==> src/rtl/student_ram8_pkg.sv <==
// Shared constants for the student memory family.
// Reused by RAM8, RAM64 and larger memories.
package student_ram8_pkg;

  localparam int WORD_WIDTH  = 16;
  localparam int RAM8_DEPTH  = 8;
  localparam int RAM8_ADDR_W = 3;

endpackage

==> src/rtl/student_register.sv <==
// WIDTH-bit word register with sync active-high clear.
// Ports: clk, reset, load, in (write data), out (stored word).
module student_register #(
  parameter int WIDTH = 16
) (
  input  logic             clk,
  input  logic             reset,
  input  logic             load,
  input  logic [WIDTH-1:0] in,
  output logic [WIDTH-1:0] out
);

  logic [WIDTH-1:0] word_q;
  logic [WIDTH-1:0] word_d;

  always_comb begin
    word_d = word_q;
    if (load) begin
      word_d = in;
    end
  end

  // Clear wins over a coincident load.
  always_ff @(posedge clk) begin
    if (reset) begin
      word_q <= '0;
    end else begin
      word_q <= word_d;
    end
  end

  assign out = word_q;

endmodule

==> src/rtl/student_ram8.sv <==
// Eight-word read/write memory; sync write, comb read.
// Ports: clk, reset, in, load, address, out.
module student_ram8
  import student_ram8_pkg::*;
#(
  parameter int WIDTH = WORD_WIDTH
) (
  input  logic                   clk,
  input  logic                   reset,
  input  logic [WIDTH-1:0]       in,
  input  logic                   load,
  input  logic [RAM8_ADDR_W-1:0] address,
  output logic [WIDTH-1:0]       out
);

  logic [RAM8_DEPTH-1:0] load_sel;
  logic [WIDTH-1:0]      word [RAM8_DEPTH];

  // Demux: at most one word sees the load strobe.
  always_comb begin
    load_sel          = '0;
    load_sel[address] = load;
  end

  for (genvar i = 0; i < RAM8_DEPTH; i++) begin : g_word
    student_register #(
      .WIDTH(WIDTH)
    ) u_reg (
      .clk  (clk),
      .reset(reset),
      .load (load_sel[i]),
      .in   (in),
      .out  (word[i])
    );
  end

  // Mux: no write-through; old value shown until the edge.
  assign out = word[address];

endmodule

==> config.mk <==
export PLATFORM = sky130hd
export DESIGN_NAME = student_ram8
export DESIGN_NICKNAME = d
export VERILOG_FILES = /design/src/rtl/student_ram8_pkg.sv /design/src/rtl/student_register.sv /design/src/rtl/student_ram8.sv
export SDC_FILE = /design/constraint.sdc
export NUM_CORES = 1
export LEC_CHECK = 0
export CAP_MARGIN = 20
export CELL_PAD_IN_SITES_DETAIL_PLACEMENT = 1
export CELL_PAD_IN_SITES_GLOBAL_PLACEMENT = 1
export CORE_AREA = 2 2 137 139
export DETAILED_ROUTE_END_ITERATION = 8
export DIE_AREA = 0 0 139 141
export PLACE_DENSITY = 0.68
export SETUP_SLACK_MARGIN = 0.05
export SYNTH_ARGS = -nofsm -noshare
export SYNTH_HDL_FRONTEND = slang
export SYNTH_SLANG_ARGS = --single-unit
==> constraint.sdc <==
create_clock -name clk -period 3.5 [get_ports clk]
set_clock_uncertainty 0.1 [all_clocks]
set_input_delay 1.05 -clock clk [delete_from_list [all_inputs] [get_ports clk]]
set_output_delay 1.05 -clock clk [all_outputs]
set_load 0.1 [all_outputs]
## Word level (Yosys, flattened, before mapping)

Cells that the tools add are included.

- Bits in registers: 128
- Input bits: 22
- Output and inout bits: 16

- Order comparisons: 3
- Muxes and demuxes: 5
- Bitwise operators: 2
- Reductions and logical operators: 1

Operator list:

| operator | number |
|---|---|
| 16-bit binary-select mux with 3-bit select | 1 |
| 16-bit 2-to-1 mux | 2 |
| 8-bit AND | 1 |
| 4-bit >= comparator, second input constant | 1 |
| 3-bit by 4-bit < comparator with 1-bit output, second input constant | 1 |
| 3-bit inverter with 4-bit output | 1 |
| 1-bit demux with 3-bit select | 1 |
| 3-bit by 1-bit >= comparator with 1-bit output, second input constant | 1 |
| 1-bit logical AND | 1 |
| 1-bit 2-to-1 mux | 1 |

## Longest topological paths before layout

Gate-level depths: netlist of run 1.

- Word-level depth: 5
- Depth in mapped cells: 7
- Depth with buffers taken out: 3

## Hierarchy

From an unflattened synthesis of run 1, not the netlist that was laid out.

- Cell total of the unflattened synthesis: 487
- Area, all modules: 5,718.0 um2

By module, submodules not included:

| module | instances | cells each | area an instance (um2) | sequential area each (um2) |
|---|---|---|---|---|
| student_register | 8 | 52 | 580.6 | 320.3 |
| student_ram8 | 1 | 71 | 1,073.5 | 0.0 |

## Worst setup path after synthesis of run 1

OpenSTA, ideal clock, no wires.

- Kind: input to output
- From: input port address[1]
- To: output port out[11]
- Data arrival time: 3,280 ps
- Required time: 2,350 ps
- Setup slack: -930 ps
- Stages on the path: 6
- Path buffers: 3
- Cells stage by stage: buf_6 buf_12 buf_8 nor2_1 a22oi_1 o221ai_1

- Longest elaborated chain between the ends: 4

Ends and longest elaborated chain:

| item | line | RTL |
|---|---|---|
| start, declared | student_ram8.sv:12 | `input logic [RAM8_ADDR_W-1:0] address,` |
| 3-bit inverter with 4-bit output (implied by the code) | student_ram8.sv:38 | `assign out = word[address];` |
| 16-bit binary-select mux with 3-bit select | student_ram8.sv:38 |  |
| 16-bit 2-to-1 mux (implied by the code) (2 in series) | student_ram8.sv:38 |  |
| end, declared | student_ram8.sv:13 | `output logic [WIDTH-1:0] out` |

No other way between the ends. The select of a mux whose other input is x is not followed.

## Worst setup path in the final report of run 1

- From: input port address[1]
- To: output port out[2]

Same word-level chain as after synthesis.

==> results of run 1 <==
power by group:
group | total [W] | internal [W] | switching [W]
clock network | 0.00165 | 0.000983 | 0.000663
logic | 0.000374 | 0.000147 | 0.000227
registers | 0.00151 | 0.00149 | 0.0000184
layer usage:
| metal | wire length, um | share of wire [%] | global-route usage (%) | vias up |
|---|---|---|---|---|
| met5 | 0 | 0 | 0 | - |
| met4 | 586 | 2.9 | 9.197 | 0 |
| met3 | 936 | 4.6 | 3.533 | 40 |
| met2 | 9749 | 48 | 34.46 | 133 |
| met1 | 9011 | 44 | 27.16 | 2632 |
| li1 | - | - | - | 2394 |
metrics by stage:
step           utilization (%)  hold slack, ns  cells
6_report                 40.54          0.3562    972
3_3_place_gp             36.50          0.3375    933
5_1_grt                  40.54          0.3734    972
4_1_cts                  39.99          0.3576    967
2_1_floorplan                -          0.3315    697
3_5_place_dp             36.50          0.3496    933
final timing paths:
path / startpoint / to / slack, ns / cells past startpoint
worst max-delay path: address[1] / out[2] / 0.05 / 7
worst min register to register: g_word[2].u_reg.out[8] / g_word[2].u_reg.out[8] / 0.36 / 2
worst min-delay path: g_word[2].u_reg.out[8] / g_word[2].u_reg.out[8] / 0.36 / 2
worst max register to register: g_word[4].u_reg.out[8] / g_word[4].u_reg.out[8] / 2.69 / 2
what timing repair did:
item,CTS,global route
cloned,1,2
endpoints found under the hold margin,0,0
pin swaps,1,4
endpoints found under the setup margin,14,8
gates resized for setup,9,11
buffers inserted,3,3
logic make-up (layout without fill, tap and decap cells):
| logic type | Yosys count | after routing | synth area share, % |
|---|---|---|---|
| buffers and inverters | 76 | 117 | 9.110 |
| AOI/OAI and AO/OA | 147 | 147 | 13.57 |
| DFF | 128 | 128 | 43.70 |
| and+or+nand+nor | 312 | 312 | 22.70 |
| muxes | 34 | 34 | 10.92 |
cell type report:
type,instances,share of cell area (%)
multi-input combinational,493,39.89
clock buffer,20,6.031
timing repair buffer,86,14.26
inverter,1,0.05068
sequential,128,34.60
clock inverter,10,1.216
tap,234,3.953
worst max-delay path, delay by kind of cell:
| kind | cells | cell delay (ns) |
|---|---|---|
| mux | 1 | 0.34 |
| buf+inv | 4 | 0.55 |
| compound gates | 2 | 0.35 |
cells in the final DEF, fill, tap and decap left out, types with 3 or more instances in the layout:
cell and n:
sky130_fd_sc_hd__a21oi_1 127, sky130_fd_sc_hd__a22oi_2 5, sky130_fd_sc_hd__a32oi_2 3, sky130_fd_sc_hd__and4b_1 3, sky130_fd_sc_hd__buf_12 24, sky130_fd_sc_hd__buf_4 39
sky130_fd_sc_hd__clkbuf_16 19, sky130_fd_sc_hd__clkdlybuf4s50_1 17, sky130_fd_sc_hd__clkinv_2 4, sky130_fd_sc_hd__clkinvlp_4 3, sky130_fd_sc_hd__dfxtp_1 128, sky130_fd_sc_hd__mux2_2 7
sky130_fd_sc_hd__mux2i_1 4, sky130_fd_sc_hd__mux4_1 3, sky130_fd_sc_hd__mux4_2 19, sky130_fd_sc_hd__nand2_1 275, sky130_fd_sc_hd__nand2_2 4, sky130_fd_sc_hd__nand2_4 7
sky130_fd_sc_hd__nand4b_2 3, sky130_fd_sc_hd__nand4bb_1 3, sky130_fd_sc_hd__o221ai_4 3
==> results.yml, run 1 <==
clock_tree:
  htree_num_levels: 4
  clock_tree.buffer_depth: 2
  cts_buffers: 17
  root_buffer: "sky130_fd_sc_hd__clkbuf_16"
  clock_insertion_delay_worst_skew_ns: 0.42
  clock_sinks: 128
  tritoncts: "done"
  post_cts_hold_buffer_count: 0
  clkSlewWorstSetupHoldPaths_ns: 0.05
yosys:
  synthArstFlopShare_pct: 0
  dominantRegCellSynth: "sky130_fd_sc_hd__dfxtp_1"
  synth_top_cells_by_count: "sky130_fd_sc_hd__nand2_1 (286), sky130_fd_sc_hd__dfxtp_1 (128), sky130_fd_sc_hd__a21oi_1 (127)"
  mappedNetlistNets: 719
  postSynthCellCount: 697
  ys_seq_elements: 128
  yosys_top_cell_by_area: "sky130_fd_sc_hd__dfxtp_1"
  synthMostInstantiatedCell: "sky130_fd_sc_hd__nand2_1"
  post_synth_main_area_contributors: "sky130_fd_sc_hd__dfxtp_1 (44%), sky130_fd_sc_hd__nand2_1 (18%), sky130_fd_sc_hd__a21oi_1 (11%), sky130_fd_sc_hd__mux4_2 (6.9%), sky130_fd_sc_hd__buf_6 (3.5%)"
  synth_top_area_share_pct: 43.70
  synthesis.yosys.warnings: 0
  seq_area_frac_synth_pct: 43.70
  number_of_distinct_library_cells_after_synthesis: 43
  syn-mean-instance-area_sq_um: 8.414
  syn_area_sq_um: 5864
  synth_enable_flop_cells: 0
cells_and_area:
  final_area_sq_um: 7406
  drive_above_1_share_pct: 21.27
  insertedDiodeCount: 0
  area.sequential_sq_um: 2562
  multiInputGateArea_sq_um: 2954
  n_fill_cell: 2104
  largest_register_ffs: 128
  fin_nets: 749
  syn_to_final_growth_pct: 26.29
drt:
  detail-route-antenna-nets: 0
  drc: 0
  routed-via-count: 5199
  number_of_vias_per_cell: 5.349
  wl_um: 20280
  firstDrtPassIters: 5
  drt-wirelength-per-cell_um: 20.87
  drt_iter0_markers: 391
timing:
  worst_slew_pin_slew_ns: 0.6423
  final.setup.worst_slack_ns: 0.04598
  grt_setup_unrepaired: "true"
  final_period_minus_worst_setup_slack_ns: 3.454
  finalSetupTns_ns: 0
  timing.final.hold_violations: 0
  setup-violations-final: 0
  timing.max_slew.rel_slack_pct: 57.02
  timing.final.crit_share_pct: 98.69
  timing.fmax_mhz: 289.5
  slew_violations: 0
die:
  cell_rows: 50
  design.portCount: 38
  chipWidth_um: 139
  dieHeight_um: 141
  die-area_sq_um: 19600
  floorplan.initialDensity_pct: 32.10
  core_region_area_sq_um: 18270
global_routing:
  grt_first_pass_wirelength_um: 31340
  vias_in_the_first_global_route: 5531
  overflow_after_grt: 0
  grt_start_max_net_pins: 129
  grt_antenna_before_repair: 0
  grt_usage_pct: 20.92
status:
  status: "finished, final reports clean"
worst_setup_path:
  cp_data_arrival_time_ns: 2.30
  cp_common_cell: "sky130_fd_sc_hd__buf_12"
  max_stage_delay_ns: 0.34
  worst_path_max_delay_cell: "sky130_fd_sc_hd__mux2_2"
  cp_max_fo: 7
  critical_path.endpoint_type: "primary output"
  critical_path.startpoint_type: "primary input"
  critical_path_cell_by_cell: "buf_12 > buf_12 > buf_6 > mux2_2 > a22oi_2 > o221ai_4 > buf_12"
  crit_path_category: "in2out"
  critPathRequiredTime_ns: 2.35
worst_hold_path:
  hold_path_class: "reg2reg"
power_and_ir_drop:
  p_per_area_nw_per_um2: 476.2
  cellLeakagePower_nw: 2.590
  post-layout-total-power_w: 0.003526
  irDropWorstVdd_mv: 0.3433
placement:
  post-place-ws_ns: -0.1003
  finalWeightedCongestion: 0.8412
  port_buffers: 37
  placedInstanceArea_sq_um: 6668
  detailedPlacementHpwl_um: 12680
flow_run:
  maxCapViolCount: 0
(Power assumes the default switching activity.)
==> run 2, diff against run 1 <==
--- a/config.mk
+++ b/config.mk
@@ -11,6 +11,7 @@
 export CORE_AREA = 2 2 137 139
 export DETAILED_ROUTE_END_ITERATION = 8
 export DIE_AREA = 0 0 139 141
+export HOLD_SLACK_MARGIN = 0.15
 export PLACE_DENSITY = 0.68
 export SETUP_SLACK_MARGIN = 0.05
 export SYNTH_ARGS = -nofsm -noshare
==> results of run 2 <==
Same layout as run 1: the final DEF is identical, and so are final timing and power.
